[config.mk]
export PLATFORM = sky130hd
export DESIGN_NAME = mm_refill_arbiter
export DESIGN_NICKNAME = d
export VERILOG_FILES = /design/src/rtl/mm_refill_arbiter.sv
export SDC_FILE = /design/constraint.sdc
export NUM_CORES = 1
export LEC_CHECK = 0
export CAP_MARGIN = 30
export CORE_ASPECT_RATIO = 1.2
export CORE_MARGIN = 2
export CORE_UTILIZATION = 45
export CTS_CLUSTER_DIAMETER = 40
export CTS_CLUSTER_SIZE = 16
export DETAILED_ROUTE_END_ITERATION = 10
export MAX_ROUTING_LAYER = met4
export PLACE_DENSITY = 0.78
export SLEW_MARGIN = 20
export SYNTH_ARGS = -nofsm -noshare
export SYNTH_HDL_FRONTEND = slang
export SYNTH_SLANG_ARGS = --single-unit
[constraint.sdc]
create_clock -name CLK -period 2.85 [get_ports CLK]
set_input_delay 0.57 -clock CLK [delete_from_list [all_inputs] [get_ports CLK]]
set_output_delay 0.57 -clock CLK [all_outputs]
set_load 0.02 [all_outputs]
[src/rtl/mm_refill_arbiter.sv]
// mm_refill_arbiter: round-robin refill arbiter for the shared main-memory read port (I-cache / D-cache)
// Ports: CLK/RESET (sync, active-high); I_REQ/I_ADDR, D_REQ/D_ADDR miss requests;
// MM_RD/MM_ADDR read issue, MM_RDATA/MM_RVALID read return; I_DONE/I_DATA, D_DONE/D_DATA refill results;
// BUSY, GNT_D status; CNT_* saturating refill/retry/stall statistics.
module mm_refill_arbiter #(
  parameter int TIMEOUT = 64,
  parameter int CNT_W   = 20
) (
  input  logic             CLK,
  input  logic             RESET,
  input  logic             I_REQ,
  input  logic [31:0]      I_ADDR,
  input  logic             D_REQ,
  input  logic [31:0]      D_ADDR,
  output logic             MM_RD,
  output logic [31:0]      MM_ADDR,
  input  logic [31:0]      MM_RDATA,
  input  logic             MM_RVALID,
  output logic             I_DONE,
  output logic [31:0]      I_DATA,
  output logic             D_DONE,
  output logic [31:0]      D_DATA,
  output logic             BUSY,
  output logic             GNT_D,
  output logic [CNT_W-1:0] CNT_I_REFILL,
  output logic [CNT_W-1:0] CNT_D_REFILL,
  output logic [CNT_W-1:0] CNT_RETRY,
  output logic [CNT_W-1:0] CNT_STALL
);
  localparam int WW = $clog2(TIMEOUT);
  typedef enum logic [1:0] {IDLE, ISSUE, WAIT, RESP} state_t;
  state_t           state_q, state_d;
  logic             gnt_d_q, gnt_d_d, last_q, last_d, pick_d, retry;
  logic [31:0]      addr_q, addr_d, i_data_q, i_data_d, d_data_q, d_data_d;
  logic [WW-1:0]    wait_q, wait_d;
  logic [CNT_W-1:0] cnt_i_q, cnt_i_d, cnt_d_q, cnt_d_d, cnt_r_q, cnt_r_d, cnt_s_q, cnt_s_d;
  function automatic logic [CNT_W-1:0] sat(input logic [CNT_W-1:0] c, input logic en);
    return c + CNT_W'(en && !(&c));
  endfunction
  // on a tie the requester that was not served last wins
  assign pick_d = D_REQ && (!I_REQ || !last_q);
  always_comb begin
    state_d  = state_q;
    gnt_d_d  = gnt_d_q;
    last_d   = last_q;
    addr_d   = addr_q;
    wait_d   = wait_q;
    i_data_d = i_data_q;
    d_data_d = d_data_q;
    retry    = 1'b0;
    case (state_q)
      IDLE: if (I_REQ || D_REQ) begin
        state_d = ISSUE;
        gnt_d_d = pick_d;
        addr_d  = (pick_d ? D_ADDR : I_ADDR) & 32'hFFFF_FFFC;
      end
      ISSUE: begin
        state_d = WAIT;
        wait_d  = '0;
      end
      WAIT: begin
        wait_d = wait_q + WW'(1);
        // returning data beats a coincident timeout
        if (MM_RVALID) begin
          state_d  = RESP;
          i_data_d = gnt_d_q ? i_data_q : MM_RDATA;
          d_data_d = gnt_d_q ? MM_RDATA : d_data_q;
        end else if (wait_q == WW'(TIMEOUT - 1)) begin
          state_d = ISSUE;
          retry   = 1'b1;
        end
      end
      RESP: begin
        state_d = IDLE;
        last_d  = gnt_d_q;
      end
      default: state_d = IDLE;
    endcase
    cnt_i_d = sat(cnt_i_q, state_q == RESP && !gnt_d_q);
    cnt_d_d = sat(cnt_d_q, state_q == RESP && gnt_d_q);
    cnt_r_d = sat(cnt_r_q, retry);
    cnt_s_d = sat(cnt_s_q, state_q != IDLE);
  end
  always_ff @(posedge CLK) begin
    if (RESET) begin
      state_q  <= IDLE;
      gnt_d_q  <= 1'b0;
      last_q   <= 1'b0;
      addr_q   <= '0;
      wait_q   <= '0;
      i_data_q <= '0;
      d_data_q <= '0;
      cnt_i_q  <= '0;
      cnt_d_q  <= '0;
      cnt_r_q  <= '0;
      cnt_s_q  <= '0;
    end else begin
      state_q  <= state_d;
      gnt_d_q  <= gnt_d_d;
      last_q   <= last_d;
      addr_q   <= addr_d;
      wait_q   <= wait_d;
      i_data_q <= i_data_d;
      d_data_q <= d_data_d;
      cnt_i_q  <= cnt_i_d;
      cnt_d_q  <= cnt_d_d;
      cnt_r_q  <= cnt_r_d;
      cnt_s_q  <= cnt_s_d;
    end
  end
  assign MM_RD        = state_q == ISSUE;
  assign MM_ADDR      = addr_q;
  assign I_DONE       = state_q == RESP && !gnt_d_q;
  assign D_DONE       = state_q == RESP && gnt_d_q;
  assign I_DATA       = i_data_q;
  assign D_DATA       = d_data_q;
  assign BUSY         = state_q != IDLE;
  assign GNT_D        = gnt_d_q;
  assign CNT_I_REFILL = cnt_i_q;
  assign CNT_D_REFILL = cnt_d_q;
  assign CNT_RETRY    = cnt_r_q;
  assign CNT_STALL    = cnt_s_q;
endmodule

## After elaboration in Yosys (flattened, before gate mapping)

Index checks and enable logic that the tools add are counted.

| operators by class | value |
|---|---|
| bitwise logic cells | 1 |
| mux-type cells | 9 |
| equality and inequality tests | 6 |
| add/sub/neg operators | 5 |
| reduce and logical (&&, ||, !) cells | 27 |

Operator list:

| cell | number |
|---|---|
| adder 20 x 1 -> 20 bit | 4 |
| AND reduction 20 bit | 4 |
| two-way mux 32 bit | 1 |
| case mux 6 bit (2 select lines) | 1 |
| case mux 2 bit (4 select lines) | 1 |
| logical AND 1 bit | 7 |
| zero test 1 bit | 7 |
| adder 6 x 1 -> 6 bit, second input constant | 1 |
| == test 6 bit, second input constant | 1 |
| two-way mux 2 bit | 3 |
| AND reduction 3 bit | 2 |
| == test 2 bit, second input constant | 2 |
| AND reduction 2 bit | 2 |
| nonzero test 2 bit | 2 |
| two-way mux 1 bit | 3 |
| != test 3 bit, second input constant | 1 |
| == test 2 x 1 -> 1 bit, second input constant | 1 |
| zero test 2 bit | 1 |
| logical OR 1 bit | 2 |
| != test 2 bit, second input constant | 1 |
| inverter 1 bit | 1 |

| storage, ports and cells | value |
|---|---|
| register bits | 184 |
| output and inout bits | 181 |
| logic and storage cells | 59 |
| bits of input ports | 101 |

## Logic depth before layout (Yosys ltp)

Gate-level depths: netlist (run 1).

| logic depth | value |
|---|---|
| depth after elaboration | 6 |
| gate-level depth with buffers | 11 |
| mapped depth without buffers | 11 |

## Least setup slack after synthesis (run 1)

No wires, ideal clock.

| path | value |
|---|---|
| path kind | reg-to-reg |
| from | reg cnt_d_q[12] (netlist: CNT_D_REFILL[12]) |
| to | reg cnt_d_q[16] (netlist: CNT_D_REFILL[16]) |
| path buffers | 0 |
| clock period less this slack | 2.542 ns |
| path slack | 0.308 ns |
| setup time | 0.071 ns |
| cell stages (with the launch flop) | 11 |
| arrival | 2.472 ns |
| data required time | 2.779 ns |
| cell sequence | dfxtp_1 > and3_1 > nand3_1 > nor3_1 > a21oi_1 > ha_1 > ha_1 > nand3_1 > or3_1 > or4_1 > a21oi_1 |

| between the ends | value |
|---|---|
| cells in the longest elaborated chain, start to end | 4 |

Ends and longest elaborated chain:

| what | RTL line | source |
|---|---|---|
| from (decl) | 36 | `logic [CNT_W-1:0] cnt_i_q, cnt_i_d, cnt_d_q, cnt_d_d, cnt_r_q, cnt_r_d, cnt_s_q, cnt_s_d;` |
| from (signal assigned) | 106 | `cnt_d_q <= cnt_d_d;` |
| AND reduction 20 bit | 38 | `return c + CNT_W'(en && !(&c));` |
| zero test 1 bit | 38 |  |
| logical AND 1 bit | 38 |  |
| adder 20 x 1 -> 20 bit (*) | 38 |  |

Mark *: on every way between the ends. The rest lies on a longest branch, timed or not.
A chain may end at the register's enable or synchronous reset.

## Worst setup path in the final report (run 1)

| path | value |
|---|---|
| from | reg cnt_i_q[5] (netlist: CNT_I_REFILL[5]) |
| to | reg cnt_i_q[18] (netlist: CNT_I_REFILL[18]) |

| between the ends | value |
|---|---|
| cells in the longest elaborated chain, start to end | 4 |

Ends and longest elaborated chain:

| what | RTL line | source |
|---|---|---|
| from (decl) | 36 |  |
| from (signal assigned) | 105 | `cnt_i_q <= cnt_i_d;` |
| AND reduction 20 bit | 38 |  |
| zero test 1 bit | 38 |  |
| logical AND 1 bit | 38 |  |
| adder 20 x 1 -> 20 bit (*) | 38 |  |

Marks and branches as above.

==> results of run 1 <==
==> cells in the mapped netlist (2+ instances only) <==
library cell / number / share of area [%]
sky130_fd_sc_hd__and4_1: 7 / 0.80
sky130_fd_sc_hd__buf_1: 5 / 0.25
sky130_fd_sc_hd__nor2b_1: 12 / 0.98
sky130_fd_sc_hd__nand2b_1: 3 / 0.25
sky130_fd_sc_hd__buf_2: 3 / 0.20
sky130_fd_sc_hd__nand3_1: 31 / 2.0
sky130_fd_sc_hd__nor2_1: 90 / 4.4
sky130_fd_sc_hd__nor4_1: 9 / 0.74
sky130_fd_sc_hd__o21ai_0: 17 / 1.1
sky130_fd_sc_hd__ha_1: 14 / 2.3
sky130_fd_sc_hd__xor2_1: 28 / 3.2
sky130_fd_sc_hd__dfxtp_1: 184 / 48
sky130_fd_sc_hd__or4_1: 5 / 0.49
sky130_fd_sc_hd__xnor2_1: 22 / 2.5
sky130_fd_sc_hd__buf_4: 2 / 0.20
sky130_fd_sc_hd__o31a_1: 2 / 0.23
sky130_fd_sc_hd__mux2i_1: 31 / 4.1
sky130_fd_sc_hd__or3_1: 18 / 1.5
sky130_fd_sc_hd__and2_1: 2 / 0.16
sky130_fd_sc_hd__or2_2: 4 / 0.33
sky130_fd_sc_hd__nor3_1: 10 / 0.66
sky130_fd_sc_hd__nand4_1: 27 / 2.2
sky130_fd_sc_hd__nand2_1: 154 / 7.6
sky130_fd_sc_hd__a211oi_1: 31 / 3.1
sky130_fd_sc_hd__inv_1: 12 / 0.59
sky130_fd_sc_hd__o31ai_1: 5 / 0.49
sky130_fd_sc_hd__mux2_2: 2 / 0.30
sky130_fd_sc_hd__clkbuf_1: 39 / 1.9
sky130_fd_sc_hd__and3_1: 9 / 0.74
sky130_fd_sc_hd__a21oi_1: 93 / 6.1
==> sequential cells by signal, indices dropped and copies added, names as in the netlist <==
name,count
CNT_D_REFILL,20
CNT_I_REFILL,20
CNT_RETRY,20
CNT_STALL,20
D_DATA,32
GNT_D,1
I_DATA,32
MM_ADDR,30
last_q,1
state_q,2
wait_q,6
==> per-layer routing <==
| metal | GRT usage [%] | wire (µm) | vias up |
|---|---|---|---|
| met5 | - | 0 | - |
| met4 | 10.2 | 672 | 0 |
| met3 | 5.78 | 1240 | 43 |
| met2 | 39.5 | 10700 | 235 |
| met1 | 28.1 | 8500 | 3302 |
| li1 | - | - | 3614 |
==> critical path, delay by kind of cell (launching register included) <==
family / cells / cell delay, ns
simple gates: 4 / 1.07
fa+ha+maj: 2 / 0.45
compound gates: 3 / 0.44
flops: 1 / 0.43
buf+inv: 1 / 0.17
==> worst max path at each step <==
stage | startpoint | endpoint | cells after the start
final | CNT_I_REFILL[5] | CNT_I_REFILL[18] | 10
after detailed placement | MM_RVALID | CNT_RETRY[18] | 10
after floorplan | CNT_D_REFILL[12] | CNT_D_REFILL[16] | 10
after global placement | MM_RVALID | CNT_RETRY[16] | 10
after global routing | CNT_I_REFILL[5] | CNT_I_REFILL[18] | 10
after CTS | state_q[0] | CNT_I_REFILL[12] | 9
==> per-stage QoR <==
step	cells	setup slack [ns]	utilization (%)	power, mW
6_report	1386	0.210	67.3	6.54
5_1_grt	1386	0.00584	67.3	6.83
4_1_cts	1385	0.202	67.2	6.59
3_5_place_dp	1354	-0.0399	63.9	4.34
3_3_place_gp	1354	0.0214	63.9	4.32
2_1_floorplan	891	0.308	-	3.66
==> cells by family after synthesis <==
group / synth area share [%]
other: 0.0492
muxes: 4.36
xor gates and xnor gates: 5.74
and+or+nand+nor: 24.3
adders and majority gates: 2.30
AOI/OAI and AO/OA: 11.7
DFF: 48.3
buffers and inverters: 3.22
==> area by class of cell <==
| class | count | area, µm² |
|---|---|---|
| fill | 1367 | 5470 |
| multi-input combinational | 645 | 3720 |
| sequential | 184 | 3680 |
| timing repair buffer | 298 | 2970 |
| clock buffer | 20 | 457 |
| tap | 216 | 270 |
| clock inverter | 11 | 98.8 |
| inverter | 12 | 45.0 |
==> power by group through the flow <==
stage / logic [mW] / clock network (mW) / registers, mW
detailed placement: 1.41 / 0 / 2.94
floorplan: 0.538 / 0 / 3.12
finish: 1.41 / 2.25 / 2.88
global route: 1.54 / 2.39 / 2.90
global placement: 1.39 / 0 / 2.92
CTS: 1.42 / 2.29 / 2.88
==> timing repair <==
item | 4_1_cts | 5_1_grt
resized for setup | 0 | 1
setup buffers | 0 | 1
setup endpoints to repair | 0 | 2
==> impl_metrics.env, run 1 <==
export IMPL_power_static_leakage_nw=3.98
export IMPL_num_nets_final=1273
export IMPL_cp_start_kind="flip-flop"
export IMPL_cts_root_buf="sky130_fd_sc_hd__clkbuf_16"
export IMPL_final_cell_mix="sky130_fd_sc_hd__clkdlybuf4s50_1, sky130_fd_sc_hd__dfxtp_1, sky130_fd_sc_hd__nand2_1, sky130_fd_sc_hd__a21oi_1, sky130_fd_sc_hd__nor2_1"
export IMPL_data_arrival_time_at_the_worst_slack_endpoint_ns=3.00
export IMPL_portion_of_total_power_attributed_to_the_clock_network_pct=34.4
export IMPL_clock_path_buffers=2
export IMPL_wl_per_cell_um=15.2
export IMPL_num_io_pins=282
export IMPL_slowest_stage="sky130_fd_sc_hd__dfxtp_1"
export IMPL_fin_crit_share_pct=92.6
export IMPL_cts_tree="yes"
export IMPL_ff2ff_setup_slack_ns=0.21
export IMPL_async_flop_share_pct=0
export IMPL_final_layout_setup_total_negative_slack_ns=0
export IMPL_gpl_final_weighted_congestion=0.884
export IMPL_via_count=7194
export IMPL_reg2reg_from="CNT_I_REFILL[5]"
export IMPL_sw_frac_of_total_pct=28.7
export IMPL_drtPass1Iterations=5
export IMPL_cts_hold_repair_buffers=0
export IMPL_synth_edf_count=0
export IMPL_internal_power_mw=4.66
export IMPL_final_design_area_no_fill_mm2=0.0113
export IMPL_final_setup_skew_ns=0.00776
export IMPL_hold_depth=2
export IMPL_sequential_share_of_the_synthesized_area_pct=48.3
export IMPL_setup_viol=0
export IMPL_shortest_clock_period_the_worst_path_allows_after_layout_ns=2.64
export IMPL_net_switching_power_mw=1.88
export IMPL_fp_dieW_um=123
export IMPL_port_buffers=275
export IMPL_grt_use_total_pct=24.2
export IMPL_worstSkewPairLatency_ns=0.43
export IMPL_row_count=52
export IMPL_timing_critical_path_fanout_max=8
export IMPL_antenna_violations_before_repair=0
export IMPL_syn_instance_count=890
export IMPL_globalRouteOverflowTotal=0
export IMPL_powerDensity_mw_per_mm2=581
export IMPL_outcome="complete, no violations"
export IMPL_grt_max_degree=62
export IMPL_max_cap_violations=0
export IMPL_worstReg2RegEnd="CNT_I_REFILL[18]"
export IMPL_cts_made_buffers=17
export IMPL_maxSlewHeadroom_pct=54.2
export IMPL_share_comb_of_total_power_pct=21.6
export IMPL_htreeDepth=4
export IMPL_die_area_mm2=0.0180
export IMPL_dominantRegCellSynth="sky130_fd_sc_hd__dfxtp_1"
export IMPL_report_final_hold_viol_count=0
export IMPL_setup_repair_after_global_routing_missed_its_margin="false"
export IMPL_cts_reportedPaths_clkPinSlew_ns=0.07
export IMPL_clock_fmax_mhz=379
export IMPL_min_to="I_DATA[19]"
export IMPL_worstSetupPathType="reg -> reg"
export IMPL_slew_violations=0
export IMPL_postRouteAntennaNets=0
export IMPL_max_ir_drop_vdd_v=0.000428
export IMPL_core_area_mm2=0.0167
export IMPL_post_synth_num_cell_types=49
export IMPL_postSynthRegisterBits=184
export IMPL_synth_warning_count=0
export IMPL_layout_drive_gt1_share_pct=6.07
export IMPL_syn_avg_cell_area_um2=8.57
export IMPL_worstPathCellList="nand4_1, or2_2, o31a_1, ha_1, ha_1, and3_1, nand4_1, buf_4, o21ai_0, a21oi_1"
export IMPL_post_route_drc_count=0
export IMPL_initial_utilization_pct=45.6
export IMPL_syn_to_final_growth_pct=47.5
export IMPL_first_pass_grt_wire_length_um=33400
export IMPL_end_kind="flip-flop"
export IMPL_hp_start="I_DATA[19]"
export IMPL_detail_routed_via_count_per_cell=5.19
export IMPL_die_height_um=147
export IMPL_cell_area_placed_mm2=0.0107
export IMPL_required_ns=3.21
export IMPL_timing_hold_ws_ns=0.451
export IMPL_min_path_type="reg -> reg"
export IMPL_ff2ff_path_depth=10
export IMPL_layout_commonest_cell="sky130_fd_sc_hd__clkdlybuf4s50_1"
export IMPL_netlist_area_mm2=0.00763
export IMPL_cp_slowest_stage_delay_ns=0.43
export IMPL_first_global_vias=6675
export IMPL_antenna_diode_count=0
export IMPL_dr_first_iter_drc_count=431
export IMPL_p_seq_share_pct=44.0
export IMPL_tightest_slew_ns=0.686
export IMPL_cts_num_sinks=184
export IMPL_dp_final_hpwl_um=15400
export IMPL_final_wl_um=21100
No activity file was read; power rests on OpenSTA's default activity.
==> inputs of run 2 (changes only) <==
--- a/config.mk
+++ b/config.mk
@@ -5,14 +5,12 @@
 export SDC_FILE = /design/constraint.sdc
 export NUM_CORES = 1
 export LEC_CHECK = 0
-export CAP_MARGIN = 30
 export CORE_ASPECT_RATIO = 1.2
-export CORE_MARGIN = 2
+export CORE_MARGIN = 3
 export CORE_UTILIZATION = 45
 export CTS_CLUSTER_DIAMETER = 40
 export CTS_CLUSTER_SIZE = 16
 export DETAILED_ROUTE_END_ITERATION = 10
-export MAX_ROUTING_LAYER = met4
 export PLACE_DENSITY = 0.78
 export SLEW_MARGIN = 20
 export SYNTH_ARGS = -nofsm -noshare
==> run 2 against run 1 <==
Against the previous run: wire length down 0.47%; sequential share of layout area about the same; worst hold slack about the same; global-route usage down 2.1 points; count of clock-buffer cells in the layout down 1; power up 0.50%; non-clock buffer count down 3; clock power up 3%; clock skew about the same; cell count down 0.43%; design area down 0.11%.
==> impl_metrics.env, run 2 (synthesis gave the netlist of run 1 again) <==
export IMPL_outcome="complete, no violations"
export IMPL_max_cap_violations=0
export IMPL_htreeDepth=4
export IMPL_fin_crit_share_pct=91.3
export IMPL_path_buf_inv=3
export IMPL_globalRouteOverflowTotal=0
export IMPL_num_io_pins=282
export IMPL_worstReg2RegEnd="CNT_RETRY[18]"
export IMPL_totalPowerFinal_mw=6.57
export IMPL_num_nets_final=1270
export IMPL_initial_utilization_pct=46.5
export IMPL_path_depth=4
export IMPL_final_wl_um=21000
export IMPL_antenna_diode_count=0
export IMPL_die_area_mm2=0.0186
export IMPL_grt_use_total_pct=22.1
export IMPL_cts_reportedPaths_clkPinSlew_ns=0.07
export IMPL_slowest_stage="sky130_fd_sc_hd__clkdlybuf4s50_1"
export IMPL_hold_depth=2
export IMPL_dr_first_iter_drc_count=457
export IMPL_core_area_mm2=0.0164
export IMPL_cts_tree="yes"
export IMPL_worst_path_most_repeated_cell="sky130_fd_sc_hd__inv_1"
export IMPL_maxSlewHeadroom_pct=55.6
export IMPL_drtPass1Iterations=4
export IMPL_reg2reg_from="state_q[0]"
export IMPL_timing_critical_path_fanout_max=5
export IMPL_postRouteAntennaNets=0
export IMPL_cts_num_sinks=184
export IMPL_hp_start="I_DATA[2]"
export IMPL_worstSkewPairLatency_ns=0.43
export IMPL_powerDensity_mw_per_mm2=585
export IMPL_final_layout_setup_total_negative_slack_ns=0
export IMPL_post_route_drc_count=0
export IMPL_layout_drive_gt1_share_pct=5.99
export IMPL_first_global_vias=6839
export IMPL_port_buffers=275
export IMPL_ff2ff_setup_slack_ns=0.28
export IMPL_gpl_final_weighted_congestion=0.798
export IMPL_first_pass_grt_wire_length_um=33700
export IMPL_data_arrival_time_at_the_worst_slack_endpoint_ns=2.03
export IMPL_min_path_type="reg -> reg"
export IMPL_min_to="I_DATA[2]"
export IMPL_cts_root_buf="sky130_fd_sc_hd__clkbuf_16"
export IMPL_shortest_clock_period_the_worst_path_allows_after_layout_ns=2.60
export IMPL_final_setup_skew_ns=0.00774
export IMPL_layout_commonest_cell="sky130_fd_sc_hd__clkdlybuf4s50_1"
export IMPL_worstSetupPathType="reg -> out"
export IMPL_slew_violations=0
export IMPL_setup_viol=0
export IMPL_worstPathCellList="inv_1, ha_1, inv_1, clkdlybuf4s50_1"
export IMPL_report_final_hold_viol_count=0
export IMPL_detail_routed_via_count_per_cell=5.19
export IMPL_end_kind="output pin"
export IMPL_cp_start_kind="flip-flop"
export IMPL_setup_repair_after_global_routing_missed_its_margin="false"
export IMPL_power_static_leakage_nw=3.96
export IMPL_wl_per_cell_um=15.2
export IMPL_max_ir_drop_vdd_v=0.000477
export IMPL_final_cell_mix="sky130_fd_sc_hd__clkdlybuf4s50_1, sky130_fd_sc_hd__dfxtp_1, sky130_fd_sc_hd__nand2_1, sky130_fd_sc_hd__a21oi_1, sky130_fd_sc_hd__nor2_1"
export IMPL_cp_top_delay_family="buffers and inverters"
export IMPL_via_count=7164
export IMPL_tightest_slew_ns=0.666
export IMPL_required_ns=2.28
export IMPL_row_count=51
export IMPL_antenna_violations_before_repair=0
export IMPL_cts_made_buffers=17
export IMPL_fp_dieW_um=125
export IMPL_grt_max_degree=87
export IMPL_ff2ff_path_depth=11
export IMPL_layout_filler_cell_count=1304
export IMPL_syn_to_final_growth_pct=47.4
export IMPL_cp_slowest_stage_delay_ns=0.64
export IMPL_die_height_um=149
export IMPL_clock_path_buffers=2
export IMPL_dp_final_hpwl_um=15500
export IMPL_clock_fmax_mhz=384
export IMPL_post_cts_buffers=0
-- run 2: tightest hold or removal path: stages, from the launching register on --
cell	delay (ns)
sky130_fd_sc_hd__dfxtp_1	0.31
sky130_fd_sc_hd__nand2_1	0.05
sky130_fd_sc_hd__a21oi_1	0.05
-- run 2: repair_timing --
item,in CTS,in global routing
resized for setup,0,2
hold buffers,0,0
endpoints found under the setup margin,0,6
-- run 2: metal layers --
layer,track usage [%],wire length (µm)
met1,23.5,7900
met2,40.3,10900
met5,0,0
met3,7.69,1590
met4,8.62,640
-- run 2: per-stage QoR --
step	worst slack, ns	instances	hold slack (ns)	instance area [µm²]	util [%]
3_3_place_gp	-0.0185	1348	0.441	10700	65.0
6_report	0.249	1380	0.451	11200	68.5
4_1_cts	0.220	1380	0.455	11200	68.5
5_1_grt	0.00970	1380	0.471	11200	68.5
3_5_place_dp	-0.0505	1348	0.446	10700	65.0
2_1_floorplan	0.308	891	0.450	7630	-
-- run 2: worst max path at each step --
stage	from	end	slack, ns
3_5_place_dp	MM_RVALID	CNT_RETRY[18]	-0.05
6_report	state_q[0]	BUSY	0.25
5_1_grt	state_q[0]	CNT_RETRY[18]	0.01
4_1_cts	state_q[0]	CNT_I_REFILL[12]	0.22
2_1_floorplan	CNT_D_REFILL[12]	CNT_D_REFILL[16]	0.31
3_3_place_gp	MM_RVALID	CNT_RETRY[16]	-0.02
-- run 2: cell type report --
type	count	area, µm²	area share, %
inverters	12	45.0	0.401
clock buffers	19	443	3.94
flip-flops and latches	184	3680	32.8
well taps	212	265	2.36
multi-input cells	645	3730	33.2
clock inverters	13	138	1.22
repair buffers	295	2940	26.1
-- run 2: power breakdown --
part           internal, mW  total [mW]  switching, mW  leakage [nW]
logic                 0.651        1.39          0.736          2.20
registers              2.76        2.88          0.120          1.49
clock network          1.26        2.31           1.05         0.273
total                  4.66        6.57           1.91          3.96
==> inputs of run 3 (changes only) <==
--- a/config.mk
+++ b/config.mk
@@ -6,7 +6,6 @@
 export NUM_CORES = 1
 export LEC_CHECK = 0
 export CORE_ASPECT_RATIO = 1.2
-export CORE_MARGIN = 3
 export CORE_UTILIZATION = 45
 export CTS_CLUSTER_DIAMETER = 40
 export CTS_CLUSTER_SIZE = 16
==> run 3 against run 2 <==
Against the previous run: design area is essentially flat; critical path depth unchanged; first-iteration DRC count shrank 7.2%; clock skew rose by 0.0044 ns.
==> impl_metrics.env, run 3 (synthesis gave the netlist of run 1 again) <==
export IMPL_setup_repair_after_global_routing_missed_its_margin="false"
export IMPL_final_wl_um=20400
export IMPL_layout_commonest_cell="sky130_fd_sc_hd__clkdlybuf4s50_1"
export IMPL_power_static_leakage_nw=3.98
export IMPL_timing_hold_ws_ns=0.454
export IMPL_powerDensity_mw_per_mm2=580
export IMPL_worstSkewPairLatency_ns=0.43
export IMPL_row_count=51
export IMPL_drtPass1Iterations=5
export IMPL_htreeDepth=4
export IMPL_final_cell_mix="sky130_fd_sc_hd__clkdlybuf4s50_1, sky130_fd_sc_hd__dfxtp_1, sky130_fd_sc_hd__nand2_1, sky130_fd_sc_hd__a21oi_1, sky130_fd_sc_hd__nor2_1"
export IMPL_max_cap_violations=0
export IMPL_layout_drive_gt1_share_pct=6.07
export IMPL_cts_num_sinks=184
export IMPL_postRouteAntennaNets=0
export IMPL_shortest_clock_period_the_worst_path_allows_after_layout_ns=2.58
export IMPL_cts_made_buffers=17
export IMPL_num_io_pins=282
export IMPL_core_area_mm2=0.0164
export IMPL_postLayoutSetupSlackWorst_ns=0.270
export IMPL_timing_critical_path_fanout_max=5
export IMPL_data_arrival_time_at_the_worst_slack_endpoint_ns=2.01
export IMPL_maxSlewHeadroom_pct=53.9
export IMPL_syn_to_final_growth_pct=47.3
export IMPL_dr_first_iter_drc_count=424
export IMPL_cts_tree="yes"
export IMPL_slew_violations=0
export IMPL_tightest_slew_ns=0.691
export IMPL_first_pass_grt_wire_length_um=32000
export IMPL_die_height_um=145
export IMPL_dp_final_hpwl_um=14800
export IMPL_final_setup_skew_ns=0.0121
export IMPL_cp_start_kind="flip-flop"
export IMPL_clock_path_buffers=2
export IMPL_grt_use_total_pct=23.3
export IMPL_port_buffers=275
export IMPL_die_area_mm2=0.0175
export IMPL_detail_routed_via_count_per_cell=5.19
export IMPL_cts_reportedPaths_clkPinSlew_ns=0.07
export IMPL_max_ir_drop_vdd_v=0.000436
export IMPL_worstSetupPathType="reg -> out"
export IMPL_final_design_area_no_fill_mm2=0.0112
export IMPL_antenna_diode_count=0
export IMPL_wl_per_cell_um=14.8
export IMPL_outcome="complete, no violations"
export IMPL_initial_utilization_pct=46.5
export IMPL_fin_crit_share_pct=90.5
export IMPL_detailedPlace_worstSlack_ns=-0.0435
export IMPL_setup_viol=0
export IMPL_num_nets_final=1272
export IMPL_grt_max_degree=107
export IMPL_post_route_drc_count=0
export IMPL_report_final_hold_viol_count=0
export IMPL_end_kind="output pin"
export IMPL_first_global_vias=6560
export IMPL_clock_fmax_mhz=388
export IMPL_min_path_type="reg -> reg"
export IMPL_gpl_final_weighted_congestion=0.795
export IMPL_cell_area_placed_mm2=0.0107
export IMPL_required_ns=2.28
export IMPL_antenna_violations_before_repair=0
export IMPL_cts_root_buf="sky130_fd_sc_hd__clkbuf_16"
export IMPL_fp_dieW_um=121
export IMPL_via_count=7177
export IMPL_globalRouteOverflowTotal=0
==> run 3: cell count changes in the layout (fill, tap and decap cells not counted), sizes merged <==
cell | before | now
buf | 21 | 23
bufinv | 1 | 0
clkbuf | 19 | 17
clkinv | 2 | 7
clkinvlp | 4 | 1
inv | 18 | 19
==> run 3: worst paths after layout <==
| check | startpoint | endpoint | slack (ns) | depth (start not counted) |
|---|---|---|---|---|
| hold reg to reg | D_DATA[15] | D_DATA[15] | 0.45 | 2 |
| hold / removal | D_DATA[15] | D_DATA[15] | 0.45 | 2 |
| setup / recovery | state_q[0] | BUSY | 0.27 | 4 |
| setup reg to reg | state_q[0] | CNT_I_REFILL[14] | 0.27 | 10 |
==> run 3: cell type report <==
cell class	count	area, µm²
inverters	12	45.0
well taps	212	265
clock buffers	17	425
flip-flops and latches	184	3680
repair buffers	297	2950
multi-input cells	645	3720
fillers	1346	5170
clock inverters	15	138
==> run 3: metal layers <==
layer	share of wire, %	routed length [µm]	GRT usage [%]
met5	0	0	0
met2	51	10500	40.5
met4	2.9	591	10.9
met1	40	8160	26.4
met3	5.7	1170	6.51
==> run 3: report_power, final <==
group          total, mW  switching [mW]  internal, mW
clock network       2.25            1.09          1.15
registers           2.88           0.120          2.76
logic               1.39           0.737         0.655
total               6.51            1.95          4.57
==> run 3: through the flow <==
| step | total power [mW] | std cells | setup TNS (ns) | util [%] |
|---|---|---|---|---|
| final | 6.51 | 1382 | 0 | 68.5 |
| after global routing | 6.82 | 1382 | 0 | 68.5 |
| after CTS | 6.58 | 1381 | 0 | 68.4 |
| after detailed placement | 4.33 | 1349 | -0.0774 | 65.0 |
| after global placement | 4.31 | 1349 | 0 | 65.0 |
| after floorplan | 3.66 | 891 | 0 | - |
==> run 3: critical path, stage by stage, from the launching register on <==
cell	delay [ns]
sky130_fd_sc_hd__dfxtp_1	0.41
sky130_fd_sc_hd__inv_1	0.10
sky130_fd_sc_hd__ha_1	0.28
sky130_fd_sc_hd__inv_1	0.15
sky130_fd_sc_hd__clkdlybuf4s50_1	0.65
==> run 3: timing repair <==
item / CTS / global route
endpoints found under the setup margin: 0 / 2
hold buffers: 0 / 0
gates resized for setup: 0 / 0
setup buffers: 0 / 1
